<file path="config.mk">
export PLATFORM = sky130hd
export DESIGN_NAME = period_capture_8bit
export DESIGN_NICKNAME = d
export VERILOG_FILES = /design/src/rtl/period_capture_8bit.sv
export SDC_FILE = /design/constraint.sdc
export NUM_CORES = 1
export LEC_CHECK = 0
export BUFFER_PORTS_ARGS = -buffer_cell sky130_fd_sc_hd__clkbuf_2
export CAP_MARGIN = 20
export CORE_ASPECT_RATIO = 0.7
export CORE_MARGIN = 4
export CORE_UTILIZATION = 54
export DETAILED_ROUTE_END_ITERATION = 12
export GPL_TIMING_DRIVEN = 0
export PLACE_DENSITY_LB_ADDON = 0.05
export REMOVE_ABC_BUFFERS = 1
export SYNTH_ARGS = -nofsm -noshare
export SYNTH_HDL_FRONTEND = slang
export SYNTH_SLANG_ARGS = --single-unit
</file>
<file path="constraint.sdc">
create_clock -name clk -period 2.2 [get_ports clk]
set_input_delay 0.22 -clock clk [delete_from_list [all_inputs] [get_ports clk]]
set_output_delay 0.22 -clock clk [all_outputs]
set_load 0.01 [all_outputs]
</file>
<file path="src/rtl/period_capture_8bit.sv">
// Period capture: measures clk cycles between consecutive rising edges of event_in and
// presents each interval on a valid/ready slot with saturation and dropped-result flags.
module period_capture_8bit #(
   parameter int unsigned WIDTH = 8
) (
   input  logic             clk,
   input  logic             rst,
   input  logic             event_in,
   input  logic             arm,
   input  logic             cont,
   input  logic             abort,
   output logic [WIDTH-1:0] period_out,
   output logic             period_ovf,
   output logic             period_valid,
   input  logic             period_ready,
   output logic             missed,
   output logic             busy
);

   typedef enum logic [1:0] {StIdle, StWaitFirst, StMeasure} state_t;

   localparam logic [WIDTH-1:0] CntMax = '1;
   localparam logic [WIDTH-1:0] CntOne = WIDTH'(1);

   state_t           r_state;
   logic             r_event_d;
   logic [WIDTH-1:0] r_cnt;
   logic             r_sat;
   logic [WIDTH-1:0] r_out;
   logic             r_ovf;
   logic             r_valid;
   logic             r_missed;

   logic w_edge;
   logic w_capture;
   logic w_slot_free;

   assign w_edge      = event_in & ~r_event_d;
   assign w_capture   = (r_state == StMeasure) & w_edge & ~abort;
   // The slot counts as free when the current result is being consumed this same cycle.
   assign w_slot_free = ~r_valid | period_ready;

   always_ff @(posedge clk) begin
      if (rst) begin
         r_state   <= StIdle;
         r_event_d <= 1'b1;
         r_cnt     <= '0;
         r_sat     <= 1'b0;
         r_out     <= '0;
         r_ovf     <= 1'b0;
         r_valid   <= 1'b0;
         r_missed  <= 1'b0;
      end else begin
         r_event_d <= event_in;

         if (r_valid && period_ready) begin
            r_valid <= 1'b0;
         end
         if (w_capture) begin
            if (w_slot_free) begin
               r_out   <= r_cnt;
               r_ovf   <= r_sat;
               r_valid <= 1'b1;
            end else begin
               r_missed <= 1'b1;
            end
         end

         if (abort) begin
            r_state <= StIdle;
            r_cnt   <= '0;
            r_sat   <= 1'b0;
         end else begin
            case (r_state)
               StIdle: begin
                  if (arm) begin
                     r_state <= StWaitFirst;
                  end
               end
               StWaitFirst: begin
                  if (w_edge) begin
                     r_cnt   <= CntOne;
                     r_state <= StMeasure;
                  end
               end
               StMeasure: begin
                  if (w_edge) begin
                     r_sat <= 1'b0;
                     // Continuous mode: the closing edge also opens the next interval.
                     if (cont) begin
                        r_cnt <= CntOne;
                     end else begin
                        r_state <= StIdle;
                     end
                  end else if (r_cnt == CntMax) begin
                     r_sat <= 1'b1;
                  end else begin
                     r_cnt <= r_cnt + 1'b1;
                  end
               end
               default: r_state <= StIdle;
            endcase
         end
      end
   end

   assign period_out   = r_out;
   assign period_ovf   = r_ovf;
   assign period_valid = r_valid;
   assign missed       = r_missed;
   assign busy         = (r_state != StIdle);

endmodule

</file>
## Yosys cells after proc, flatten, opt, wreduce, memory -nomap -nowiden

Index checks and enable logic that the tools add are counted.

- Logic and storage cells: 52
- Input port bits: 7
- Output and inout bits: 12
- Bits in registers: 23

- Add/sub/neg operators: 1
- Reductions and logical operators: 11
- Equal/unequal tests: 9
- Bitwise logic cells: 8
- Multiplexer cells: 15

Operators with widths:

| kind | count |
|---|---|
| 8-bit 2-to-1 mux | 4 |
| 8-bit one-hot mux with 2 select lines | 1 |
| 8-bit by 1-bit adder with 8-bit output (second input constant) | 1 |
| 8-bit == test (second input constant) | 1 |
| 2-bit 2-to-1 mux | 4 |
| 2-bit inequality test (second input constant) | 4 |
| 4-bit AND reduction | 2 |
| 3-bit inequality test (second input constant) | 2 |
| 2-bit one-hot mux with 3 select lines | 1 |
| 2-bit AND reduction | 3 |
| 2-bit nonzero test | 3 |
| 1-bit 2-to-1 mux | 5 |
| 1-bit NOT | 4 |
| 1-bit bitwise AND | 3 |
| 2-bit by 1-bit == test with 1-bit output (second input constant) | 1 |
| 2-bit == test (second input constant) | 1 |
| 2-bit zero test | 1 |
| 2-bit OR reduction | 1 |
| 1-bit logical AND | 1 |
| 1-bit OR | 1 |

## Depth between registers and ports, before layout

Gate-level depths: netlist of run 1.

- Depth in word-level cells: 5
- Mapped depth: 7
- Depth with buffers taken out: 6

## Least setup slack after synthesis of run 1

No wires, ideal clock.

- Kind: reg2reg
- Start: reg r_state[0]
- End: reg r_cnt[3]
- Period minus slack after synthesis: 1.689 ns
- Data arrival time: 1.626 ns
- Setup time: 0.062 ns
- Slack: 0.511 ns
- Stages on the path, launching flop included: 7
- Required time: 2.138 ns
- Buffers on the path: 0
- Path through: dfxtp_1 inv_1 ha_1 nor4b_4 nand3_2 or4_1 nand3_1

- Word-level cells in the longest chain between the ends: 3
- Elaborated cells on any way between the ends: 8
- Those cells by class: 5 x eq/ne; 1 x mux; 2 x reduce/logical

Ends and longest elaborated chain:

| what | line | text |
|---|---|---|
| start: declaration | 25 | `state_t r_state;` |
| start signal: assignment | 45 | `r_state <= StIdle;` |
| start signal: assignment | 70 | `r_state <= StIdle;` |
| start signal: assignment | 77 | `r_state <= StWaitFirst;` |
| 2-bit == test / 2-bit by 1-bit == test with 1-bit output (equally long branches) | 74 | `case (r_state)` |
| 3-bit inequality test (no line), or another cell as far along | -- |  |
| 4-bit AND reduction (no line) | -- |  |
| end signal: assignment | 82 | `r_cnt <= CntOne;` |
| end signal: assignment | 91 | `r_cnt <= CntOne;` |
| end signal: assignment | 98 | `r_cnt <= r_cnt + 1'b1;` |
| end: declaration | 27 | `logic [WIDTH-1:0] r_cnt;` |

Several ways; a longest one is shown, not always the timed one.
A chain may end at the register's enable or synchronous reset.

## Final worst setup path of run 1

- Start: reg r_state[0]
- End: reg r_cnt[0]

The elaborated chain is that of the path after synthesis.

==> impl_metrics.prom, run 1 <==
# TYPE chip_impl_metric gauge
chip_impl_metric{name="worst_r2r_path_depth",unit=""} 6
chip_impl_info{name="crit_path_end_kind",value="flip-flop"} 1
chip_impl_metric{name="grt_pass1_vias",unit=""} 920
chip_impl_info{name="cp-startpoint",value="r_state[0]$_SDFFE_PP0P_"} 1
chip_impl_metric{name="synthesis.yosys.warnings",unit=""} 0
chip_impl_metric{name="ys_seq_elements",unit=""} 23
chip_impl_metric{name="place_area",unit="sq mm"} 0.001256
chip_impl_metric{name="cts_hold_bufs",unit=""} 0
chip_impl_info{name="clock_tree_from_tritoncts",value="yes"} 1
chip_impl_metric{name="total_nets_final",unit=""} 167
chip_impl_info{name="worstSetupPathType",value="flip-flop to flip-flop"} 1
chip_impl_metric{name="syn_area",unit="sq mm"} 0.001159
chip_impl_info{name="timing.hold.worst.class",value="primary input to flip-flop"} 1
chip_impl_metric{name="max_slew.worst_pin.slew",unit="ns"} 0.9257
chip_impl_metric{name="final_min_period_over_clock_period",unit="%"} 87.59
chip_impl_metric{name="grt_pass1_wl",unit="um"} 4312
chip_impl_metric{name="global_route.overflow_total",unit=""} 0
chip_impl_info{name="netlist_top_cells_count",value="23 x dfxtp_1, 19 x nand3_1, 16 x nand2_1"} 1
chip_impl_info{name="worst_hold_startpoint",value="event_in"} 1
chip_impl_info{name="setup.worst_path.end",value="r_cnt[0]$_SDFFE_PP0P_"} 1
chip_impl_metric{name="drt_wl_total",unit="um"} 2398
chip_impl_metric{name="vias",unit=""} 1020
chip_impl_metric{name="final.fill_count",unit=""} 171
chip_impl_metric{name="max_cap_check_violation_count",unit=""} 0
chip_impl_info{name="synth_top_area_cell",value="dfxtp_1"} 1
chip_impl_metric{name="post_synth_and_or_nand_nor_area_fraction",unit="%"} 31.43
chip_impl_metric{name="final_design_area_no_fill",unit="sq mm"} 0.001282
chip_impl_metric{name="floorplan.core_area",unit="sq mm"} 0.001952
chip_impl_metric{name="cts_max_level",unit=""} 1
chip_impl_metric{name="worstPathRequired",unit="ns"} 2.42
chip_impl_metric{name="drive_above_1_share",unit="%"} 20.26
chip_impl_metric{name="netlist.area_leader.share",unit="%"} 39.74
chip_impl_metric{name="cp_data_arrival_time",unit="ns"} 2.15
chip_impl_metric{name="clk_latency",unit="ns"} 0.31
chip_impl_info{name="sequence_of_cells_on_the_critical_path",value="inv_1 > ha_1 > nand3b_1 > o221ai_2 > a21oi_1 > o221a_2"} 1
chip_impl_metric{name="die_y",unit="um"} 46.76
chip_impl_metric{name="area_growth_syn_to_layout",unit="%"} 10.69
chip_impl_metric{name="setup_total_negative_slack",unit="ns"} 0
chip_impl_metric{name="fmax",unit="MHz"} 519.0
chip_impl_metric{name="max-clock-path-buffers",unit=""} 2
chip_impl_metric{name="drv_slew",unit=""} 0
chip_impl_metric{name="hpwlAfterDp",unit="um"} 1830
chip_impl_metric{name="cts_repair_resize_count",unit=""} 0
chip_impl_metric{name="async_reset_ff_share",unit="%"} 0
chip_impl_info{name="rsz0062_at_grt",value="false"} 1
chip_impl_metric{name="post_synth_inst_count",unit=""} 135
chip_impl_metric{name="globalplace.congestion",unit=""} 0.7728
chip_impl_metric{name="avgRoutedWirePerCell",unit="um"} 13.70
chip_impl_metric{name="adder_and_majority_gate_portion_of_the_synthesized_area",unit="%"} 6.479
chip_impl_metric{name="timing.final.crit_period",unit="ns"} 1.927
chip_impl_metric{name="worst_path_largest_cell_delay",unit="ns"} 0.43
chip_impl_metric{name="sequential_share_of_the_synthesized_area",unit="%"} 39.74
chip_impl_metric{name="drt_first_pass_iters",unit=""} 4
chip_impl_info{name="post_synth_main_area_contributors",value="dfxtp_1 40%, nand3_1 8.2%, ha_1 6.5%"} 1
chip_impl_info{name="crit-reg2reg-launch",value="r_state[0]$_SDFFE_PP0P_"} 1
chip_impl_info{name="crit_path_top_delay_cell",value="o221ai_2"} 1
chip_impl_metric{name="setup.reg_to_reg.worst_slack",unit="ns"} 0.27
chip_impl_metric{name="io_pins",unit=""} 19
chip_impl_metric{name="netlist-cell-type-count",unit=""} 37
chip_impl_metric{name="synth.mux.area_fraction",unit="%"} 0.8639
chip_impl_metric{name="crit_path_max_fanout",unit=""} 8
chip_impl_metric{name="multiInputGateArea",unit="sq um"} 655.6
chip_impl_info{name="crit_path_start_kind",value="flip-flop"} 1
chip_impl_metric{name="register_area",unit="sq um"} 460.4
chip_impl_metric{name="vdd_drop_max",unit="mV"} 0.2971
chip_impl_info{name="synthMostInstantiatedCell",value="dfxtp_1"} 1
chip_impl_metric{name="groute.usage.overall",unit="%"} 19.23
chip_impl_metric{name="antenna_cells",unit=""} 0
chip_impl_metric{name="leakage",unit="nW"} 0.4686
chip_impl_metric{name="clk_pin_slew_worst_paths",unit="ns"} 0.12
chip_impl_metric{name="start_util",unit="%"} 59.36
chip_impl_metric{name="remaining_drc_errors",unit=""} 0
chip_impl_metric{name="postSynthAreaPerCell",unit="sq um"} 8.582
chip_impl_metric{name="tritoncts_num_sinks",unit=""} 23
chip_impl_metric{name="power_density",unit="mW/mm^2"} 528.2
chip_impl_metric{name="drt_first_iter_violations",unit=""} 52
chip_impl_metric{name="finalHoldViolCount",unit=""} 0
chip_impl_metric{name="postLayoutCoreUtil",unit="%"} 65.71
chip_impl_metric{name="grt_start_max_net_pins",unit=""} 15
chip_impl_metric{name="viasPerCell",unit=""} 5.829
chip_impl_metric{name="synth_edf_count",unit=""} 0
chip_impl_info{name="run_status",value="complete, no violations"} 1
chip_impl_metric{name="tritoncts.num_buffers",unit=""} 3
chip_impl_metric{name="die_width",unit="um"} 63.37
chip_impl_metric{name="postRouteAntennaNets",unit=""} 0
chip_impl_metric{name="num_rows",unit=""} 13
chip_impl_info{name="synth_top_family_by_area",value="simple AND/OR/NAND/NOR gates"} 1
chip_impl_info{name="r2r_path_end",value="r_cnt[0]$_SDFFE_PP0P_"} 1
chip_impl_info{name="ys.flop_type",value="dfxtp_1"} 1
chip_impl_info{name="cts-root-buf",value="clkbuf_4"} 1
chip_impl_metric{name="final_layout_worst_hold_slack",unit="ns"} 0.1474
chip_impl_metric{name="postCtsSetupRepairBufs",unit=""} 0
chip_impl_metric{name="buffer_ports.inserted",unit=""} 18
chip_impl_metric{name="dieArea",unit="sq mm"} 0.002963
chip_impl_metric{name="synthXorXnorAreaFrac",unit="%"} 0
chip_impl_metric{name="setup_viol",unit=""} 0
chip_impl_metric{name="grt_antenna_before_repair",unit=""} 0
chip_impl_metric{name="max-slew-margin-rel",unit="%"} 38.06
chip_impl_metric{name="clock_skew",unit="ns"} 0.002527
chip_impl_metric{name="synth-compound-area-share",unit="%"} 17.82
-- worst min path at each step --
stage,endpoint,slack [ns],depth (start not counted)
2_1_floorplan,period_out[0]$_SDFFE_PP0P_,0.29,1
3_3_place_gp,period_out[7]$_SDFFE_PP0P_,0.44,2
3_5_place_dp,period_out[1]$_SDFFE_PP0P_,0.45,2
4_1_cts,r_event_d$_SDFF_PP1_,0.14,2
5_1_grt,r_event_d$_SDFF_PP1_,0.14,2
6_report,r_event_d$_SDFF_PP1_,0.15,2
-- metrics by stage --
| stage | power [mW] | setup WS [ns] | cells |
|---|---|---|---|
| finish | 0.6774 | 0.2731 | 175 |
| global route | 0.7101 | 0.04858 | 175 |
| CTS | 0.6827 | 0.2845 | 175 |
| detailed placement | 0.4893 | 0.2774 | 171 |
| global placement | 0.4861 | 0.3342 | 171 |
| floorplan | 0.4665 | 0.5114 | 131 |
-- routing by layer --
metal  track usage, %  vias up  part of all wire, %
met5                0        -                    0
met4            6.438        0                 0.96
met3            5.981        4                  5.4
met2            31.95       30                   45
met1            24.46      463                   48
li1                 -      523                    -
-- registers in the layout, summed over array words and instances, names as in the netlist --
register,cells
r_sat,1
r_event_d,1
r_state,2
period_out,8
missed,1
period_ovf,1
r_cnt,8
period_valid,1
-- cells in the final DEF, fill, tap and decap left out, drive strengths merged, types with 3 or more instances in the layout --
| master | count |
|---|---|
| dfxtp | 23 |
| clkbuf | 22 |
| nand3 | 21 |
| nand2 | 17 |
| a21oi | 10 |
| nor2 | 9 |
| inv | 6 |
| ha | 6 |
| o21ai | 5 |
| nor2b | 3 |
-- worst max-delay path, delay by kind of cell (launching register included) --
kind	cells	cell delay, ns
AOI/OAI and AO/OA	3	0.84
DFF	1	0.36
adders and majority gates	1	0.32
and+or+nand+nor	1	0.19
buffers and inverters	1	0.12
-- kinds of logic (layout without fill, tap and decap cells) --
logic type	after synthesis	count (layout)
buffers and inverters	10	28
AND/OR/NAND/NOR	66	66
multiplexers	1	1
flip-flops	23	23
adder cells (fa/ha/maj)	6	6
AO/OA/AOI/OAI	29	29
-- area by class of cell --
cell class                      instances  share of cell area [%]
Tap cell                               22                   2.146
Clock buffer                            4                   2.049
Multi-Input combinational cell        102                   51.12
Timing Repair Buffer                   18                   7.024
Sequential cell                        23                   35.90
Inverter                                6                   1.756
-- power breakdown --
part	total, mW	internal, mW	switching [mW]
Combinational	0.0568	0.0209	0.0359
Clock	0.197	0.0709	0.126
Sequential	0.424	0.420	0.00382
No activity file was read; power rests on OpenSTA's default activity.
==> run 2: changes to the inputs <==
Settings changed: CORE_UTILIZATION 54 to 57, CTS_BUF_LIST from default to sky130_fd_sc_hd__clkbuf_2 sky130_fd_sc_hd__clkbuf_4 sky130_fd_sc_hd__clkbuf_8, REMOVE_ABC_BUFFERS 1 to default.
==> run 2 against run 1 <==
Against the previous run:
- non-clock buffer count up 4
- via count up 2.6%
- global-route usage up 0.35 points
- sequential power about the same
- flip-flop and latch count unchanged
- critical path depth unchanged
- combinational power up 3%
- clock power about the same
- sequential share of layout area down 0.59 points
- core utilization up 3.4 points
- largest power group unchanged
==> impl_metrics.prom, run 2 (same netlist as run 1, synthesis figures left out) <==
# TYPE chip_impl_metric gauge
chip_impl_info{name="run_status",value="complete, no violations"} 1
chip_impl_metric{name="tritoncts_num_sinks",unit=""} 23
chip_impl_metric{name="postCtsSetupRepairBufs",unit=""} 0
chip_impl_metric{name="worst_path_largest_cell_delay",unit="ns"} 0.42
chip_impl_metric{name="cts_repair_resize_count",unit=""} 0
chip_impl_metric{name="vdd_drop_max",unit="mV"} 0.3828
chip_impl_metric{name="grt_antenna_before_repair",unit=""} 0
chip_impl_metric{name="worst_path_buffer_plus_inverter_count",unit=""} 1
chip_impl_info{name="crit_path_start_kind",value="flip-flop"} 1
chip_impl_metric{name="hpwlAfterDp",unit="um"} 1774
chip_impl_metric{name="floorplan.core_area",unit="sq mm"} 0.001887
chip_impl_metric{name="final_layout_worst_hold_slack",unit="ns"} 0.1600
chip_impl_metric{name="clk_pin_slew_worst_paths",unit="ns"} 0.13
chip_impl_metric{name="clock_skew",unit="ns"} 0.007701
chip_impl_metric{name="final_min_period_over_clock_period",unit="%"} 86.70
chip_impl_metric{name="io_pins",unit=""} 19
chip_impl_metric{name="grt_pass1_vias",unit=""} 937
chip_impl_metric{name="grt_start_max_net_pins",unit=""} 14
chip_impl_metric{name="cts_hold_bufs",unit=""} 0
chip_impl_info{name="top_family_by_delay_on_critical_path",value="compound AO/OA/AOI/OAI gates"} 1
chip_impl_info{name="rsz0062_at_grt",value="false"} 1
chip_impl_info{name="sequence_of_cells_on_the_critical_path",value="inv_1 > ha_1 > nand3b_1 > o221ai_2 > a21oi_1 > o221a_2"} 1
chip_impl_metric{name="timing.final.crit_period",unit="ns"} 1.907
chip_impl_metric{name="total_nets_final",unit=""} 171
chip_impl_metric{name="drt_first_pass_iters",unit=""} 4
chip_impl_metric{name="clk_latency",unit="ns"} 0.32
chip_impl_metric{name="postRouteAntennaNets",unit=""} 0
chip_impl_metric{name="start_util",unit="%"} 61.41
chip_impl_metric{name="vias",unit=""} 1047
chip_impl_info{name="cts-root-buf",value="clkbuf_4"} 1
chip_impl_metric{name="drt_wl_total",unit="um"} 2384
chip_impl_metric{name="drv_slew",unit=""} 0
chip_impl_metric{name="synth.net_count",unit=""} 148
chip_impl_metric{name="power_density",unit="mW/mm^2"} 522.9
chip_impl_metric{name="crit_path_max_fanout",unit=""} 8
chip_impl_metric{name="tritoncts.num_buffers",unit=""} 3
chip_impl_metric{name="worstPathRequired",unit="ns"} 2.43
chip_impl_info{name="timing.hold.worst.class",value="primary input to flip-flop"} 1
chip_impl_metric{name="die_y",unit="um"} 45.72
chip_impl_metric{name="cp_data_arrival_time",unit="ns"} 2.14
chip_impl_metric{name="global_route.overflow_total",unit=""} 0
chip_impl_metric{name="die_width",unit="um"} 61.89
chip_impl_metric{name="drive_above_1_share",unit="%"} 21.66
chip_impl_metric{name="max_slew.worst_pin.slew",unit="ns"} 0.4362
chip_impl_metric{name="setup_total_negative_slack",unit="ns"} 0
chip_impl_metric{name="finalHoldViolCount",unit=""} 0
chip_impl_info{name="mostFrequentLayoutCells",value="23 x dfxtp_1, 19 x nand3_1, 18 x clkbuf_2, 16 x nand2_1, 10 x a21oi_1"} 1
chip_impl_metric{name="avgRoutedWirePerCell",unit="um"} 13.32
chip_impl_metric{name="max-clock-path-buffers",unit=""} 2
chip_impl_metric{name="buffer_ports.inserted",unit=""} 18
chip_impl_metric{name="fin_total_pwr",unit="mW"} 0.6817
chip_impl_info{name="mostFrequentLayoutCell",value="dfxtp_1"} 1
chip_impl_metric{name="setup_viol",unit=""} 0
chip_impl_metric{name="antenna_cells",unit=""} 0
chip_impl_metric{name="drt_first_iter_violations",unit=""} 51
chip_impl_metric{name="max_cap_check_violation_count",unit=""} 0
chip_impl_metric{name="cts_max_level",unit=""} 1
chip_impl_metric{name="grt_pass1_wl",unit="um"} 4036
chip_impl_metric{name="remaining_drc_errors",unit=""} 0
chip_impl_info{name="crit_path_top_delay_cell",value="o221ai_2"} 1
chip_impl_metric{name="max-slew-margin-rel",unit="%"} 70.92
chip_impl_metric{name="dieArea",unit="sq mm"} 0.002829
chip_impl_metric{name="area_growth_syn_to_layout",unit="%"} 12.53
chip_impl_metric{name="fmax",unit="MHz"} 524.3
chip_impl_metric{name="groute.usage.overall",unit="%"} 19.58
chip_impl_metric{name="num_rows",unit=""} 13
chip_impl_metric{name="globalplace.congestion",unit=""} 0.7835
chip_impl_info{name="crit_path_end_kind",value="flip-flop"} 1
chip_impl_info{name="clock_tree_from_tritoncts",value="yes"} 1
chip_impl_metric{name="viasPerCell",unit=""} 5.849
chip_impl_metric{name="leakage",unit="nW"} 0.4845
chip_impl_info{name="worstSetupPathType",value="flip-flop to flip-flop"} 1
## run 2: area by class of cell
cell class | instances | area [sq um]
clock inverters | 1 | 5.005
clock buffers | 3 | 22.52
multi-input cells | 102 | 655.6
inverters | 6 | 22.52
well taps | 22 | 27.53
plain buffers | 4 | 20.02
repair buffers | 18 | 90.09
fillers | 166 | 583.1
flip-flops and latches | 23 | 460.4
## run 2: report_power, final
part           internal, mW  total [mW]  switching [mW]
registers             0.420       0.424         0.00389
logic                0.0223      0.0586          0.0363
clock network        0.0681       0.199           0.131
total                 0.510       0.682           0.171
## run 2: stage by stage
stage / std cells / setup WS, ns / area (sq um) / util (%)
after floorplan: 135 / 0.5114 / 1159 / -
after global placement: 175 / 0.3685 / 1276 / 67.64
after detailed placement: 175 / 0.3183 / 1276 / 67.64
after CTS: 179 / 0.2743 / 1304 / 69.10
after global routing: 179 / 0.09871 / 1304 / 69.10
final: 179 / 0.2926 / 1304 / 69.10
## run 2: metal layers
layer / wire length (um) / vias up / global-route usage [%]
met1: 1164 / 473 / 26.03
met2: 1010 / 37 / 29.02
met5: 0 / - / 0
met4: 24 / 0 / 8.475
met3: 184 / 4 / 6.232
li1: - / 533 / -
## run 2: final timing paths
path                                    from  cells past startpoint  slack, ns                          to
hold / removal                           rst                      2       0.16     period_valid$_SDFF_PP0_
setup / recovery     r_state[0]$_SDFFE_PP0P_                      6       0.29       r_cnt[0]$_SDFFE_PP0P_
setup reg to reg     r_state[0]$_SDFFE_PP0P_                      6       0.29       r_cnt[0]$_SDFFE_PP0P_
hold reg to reg   period_out[3]$_SDFFE_PP0P_                      2       0.46  period_out[3]$_SDFFE_PP0P_
==> run 3: changes to the inputs <==
Settings changed: CORE_UTILIZATION 57 to 54, CTS_BUF_LIST sky130_fd_sc_hd__clkbuf_2 sky130_fd_sc_hd__clkbuf_4 sky130_fd_sc_hd__clkbuf_8 to default, GPL_TIMING_DRIVEN 0 to default.
==> run 3 against run 2 <==
Against the previous run:
- register-to-register slack barely moved
- largest power group unchanged
- flip-flop and latch count did not move
- combinational power up 0.7%
- critical path depth stayed put
- final area down 0.38%
- total power grew 0.26%
- highest routed layer unchanged
- sequential power hardly changed
==> impl_metrics.prom, run 3 (same netlist as run 1, synthesis figures left out) <==
# TYPE chip_impl_metric gauge
chip_impl_metric{name="power_switching",unit="mW"} 0.1730
chip_impl_info{name="timing.hold.worst.class",value="primary input to flip-flop"} 1
chip_impl_metric{name="area_growth_syn_to_layout",unit="%"} 12.10
chip_impl_metric{name="tritoncts.num_buffers",unit=""} 3
chip_impl_metric{name="vdd_drop_max",unit="mV"} 0.4089
chip_impl_metric{name="fin_total_pwr",unit="mW"} 0.6836
chip_impl_metric{name="io_pins",unit=""} 19
chip_impl_metric{name="finalHoldViolCount",unit=""} 0
chip_impl_metric{name="antenna_cells",unit=""} 0
chip_impl_metric{name="drt_first_iter_violations",unit=""} 104
chip_impl_metric{name="max-clock-path-buffers",unit=""} 2
chip_impl_metric{name="crit_path_max_fanout",unit=""} 8
chip_impl_metric{name="final_min_period_over_clock_period",unit="%"} 87.24
chip_impl_metric{name="tritoncts_num_sinks",unit=""} 23
chip_impl_metric{name="fmax",unit="MHz"} 521.0
chip_impl_metric{name="start_util",unit="%"} 59.36
chip_impl_metric{name="total_nets_final",unit=""} 169
chip_impl_metric{name="remaining_drc_errors",unit=""} 0
chip_impl_metric{name="max_slew.worst_pin.slew",unit="ns"} 0.4253
chip_impl_metric{name="num_rows",unit=""} 13
chip_impl_info{name="worstSetupPathType",value="flip-flop to flip-flop"} 1
chip_impl_info{name="rsz0062_at_grt",value="false"} 1
chip_impl_metric{name="drv_slew",unit=""} 0
chip_impl_metric{name="place_area",unit="sq mm"} 0.001271
chip_impl_info{name="clock_tree_from_tritoncts",value="yes"} 1
chip_impl_metric{name="drive_above_1_share",unit="%"} 21.94
chip_impl_metric{name="postCtsSetupRepairBufs",unit=""} 0
chip_impl_metric{name="cts_repair_resize_count",unit=""} 0
chip_impl_info{name="mostFrequentLayoutCell",value="dfxtp_1"} 1
chip_impl_metric{name="postLayoutCoreUtil",unit="%"} 66.54
chip_impl_info{name="crit_path_start_kind",value="flip-flop"} 1
chip_impl_metric{name="cts_hold_bufs",unit=""} 0
chip_impl_metric{name="globalplace.congestion",unit=""} 0.7966
chip_impl_metric{name="internal_power",unit="mW"} 0.5106
chip_impl_metric{name="combinationalPowerShare",unit="%"} 8.6
chip_impl_info{name="cts-root-buf",value="clkbuf_4"} 1
chip_impl_info{name="run_status",value="complete, no violations"} 1
chip_impl_metric{name="clk_pin_slew_worst_paths",unit="ns"} 0.13
chip_impl_metric{name="hpwlAfterDp",unit="um"} 1970
chip_impl_info{name="mostFrequentLayoutCells",value="23 x dfxtp_1, 19 x nand3_1, 18 x clkbuf_2, 16 x nand2_1, 10 x a21oi_1"} 1
chip_impl_metric{name="max-slew-margin-rel",unit="%"} 71.64
chip_impl_metric{name="floorplan.core_area",unit="sq mm"} 0.001952
chip_impl_metric{name="share_seq_of_total_power",unit="%"} 62.1
chip_impl_metric{name="cp_data_arrival_time",unit="ns"} 2.15
chip_impl_metric{name="power.clock.fraction",unit="%"} 29.3
chip_impl_metric{name="worstPathRequired",unit="ns"} 2.43
chip_impl_metric{name="final.fill_count",unit=""} 169
chip_impl_metric{name="postRouteAntennaNets",unit=""} 0
chip_impl_metric{name="clk_latency",unit="ns"} 0.32
chip_impl_metric{name="final_design_area_no_fill",unit="sq mm"} 0.001299
chip_impl_metric{name="timing.final.crit_period",unit="ns"} 1.919
chip_impl_metric{name="buffer_ports.inserted",unit=""} 18
chip_impl_metric{name="power_density",unit="mW/mm^2"} 526.3
chip_impl_metric{name="avgRoutedWirePerCell",unit="um"} 14.69
chip_impl_metric{name="global_route.overflow_total",unit=""} 0
chip_impl_metric{name="groute.usage.overall",unit="%"} 19.69
chip_impl_metric{name="drt_first_pass_iters",unit=""} 4
chip_impl_metric{name="viasPerCell",unit=""} 6.085
chip_impl_metric{name="dieArea",unit="sq mm"} 0.002963
chip_impl_metric{name="grt_start_max_net_pins",unit=""} 15
chip_impl_metric{name="die_y",unit="um"} 46.76
chip_impl_metric{name="synth.net_count",unit=""} 148
chip_impl_metric{name="instances_no_fill",unit=""} 177
chip_impl_metric{name="cts_max_level",unit=""} 1
chip_impl_metric{name="max_cap_check_violation_count",unit=""} 0
chip_impl_metric{name="vias",unit=""} 1077
chip_impl_metric{name="clock_skew",unit="ns"} 0.008507
chip_impl_metric{name="switching_share",unit="%"} 25.31
chip_impl_metric{name="setup_total_negative_slack",unit="ns"} 0
chip_impl_metric{name="dpl.cell_count",unit=""} 173
chip_impl_metric{name="drt_wl_total",unit="um"} 2601
chip_impl_metric{name="die_width",unit="um"} 63.37
chip_impl_metric{name="setup_viol",unit=""} 0
chip_impl_info{name="crit_path_end_kind",value="flip-flop"} 1
chip_impl_metric{name="leakage",unit="nW"} 0.4820
chip_impl_metric{name="grt_pass1_wl",unit="um"} 4429
chip_impl_metric{name="grt_antenna_before_repair",unit=""} 0
chip_impl_metric{name="grt_pass1_vias",unit=""} 1026
## run 3: changes by cell type in the layout (fill, tap and decap cells not counted), sizes merged
cell,previous run,this run
clkbuf,23,21
## run 3: final timing paths
kind | from | end | slack [ns] | depth (start not counted)
setup / recovery | r_state[0]$_SDFFE_PP0P_ | r_cnt[0]$_SDFFE_PP0P_ | 0.28 | 6
setup reg to reg | r_state[0]$_SDFFE_PP0P_ | r_cnt[0]$_SDFFE_PP0P_ | 0.28 | 6
hold / removal | event_in | r_event_d$_SDFF_PP1_ | 0.16 | 2
hold reg to reg | period_out[0]$_SDFFE_PP0P_ | period_out[0]$_SDFFE_PP0P_ | 0.46 | 2
## run 3: layout make-up
class                      instances  area (sq um)  share of cell area (%)
sequential                        23         460.4                   35.45
multi-input combinational        102         655.6                   50.48
clock buffer                       3         22.52                   1.734
tap                               22         27.53                   2.119
clock inverter                     1         5.005                  0.3854
inverter                           6         22.52                   1.734
timing repair buffer              20         105.1                   8.092
## run 3: power groups by stage
stage               registers, mW  clock network [mW]  logic [mW]
floorplan                   0.432                   0      0.0380
global placement            0.433                   0      0.0551
detailed placement          0.433                   0      0.0580
CTS                         0.424               0.211      0.0586
global route                0.425               0.228      0.0649
finish                      0.424               0.200      0.0590
## run 3: through the flow
step	hold WS, ns	worst slack, ns
after floorplan	0.2916	0.5114
after global placement	0.4455	0.4240
after detailed placement	0.4479	0.3169
after CTS	0.1388	0.2969
after global routing	0.1557	0.1119
final	0.1561	0.2806
## run 3: metal layers
metal / track usage, % / wire length (um) / up-vias
met1: 22.56 / 1197 / 511
li1: - / - / 528
met5: 0 / 0 / -
met4: 11.16 / 53 / 0
met3: 5.263 / 141 / 7
met2: 34.85 / 1210 / 31
## run 3: worst max-delay path: stages, from the launching register on
cell	delay (ns)
dfxtp_1	0.37
inv_1	0.13
ha_1	0.31
nand3b_1	0.21
o221ai_2	0.42
a21oi_1	0.11
o221a_2	0.29
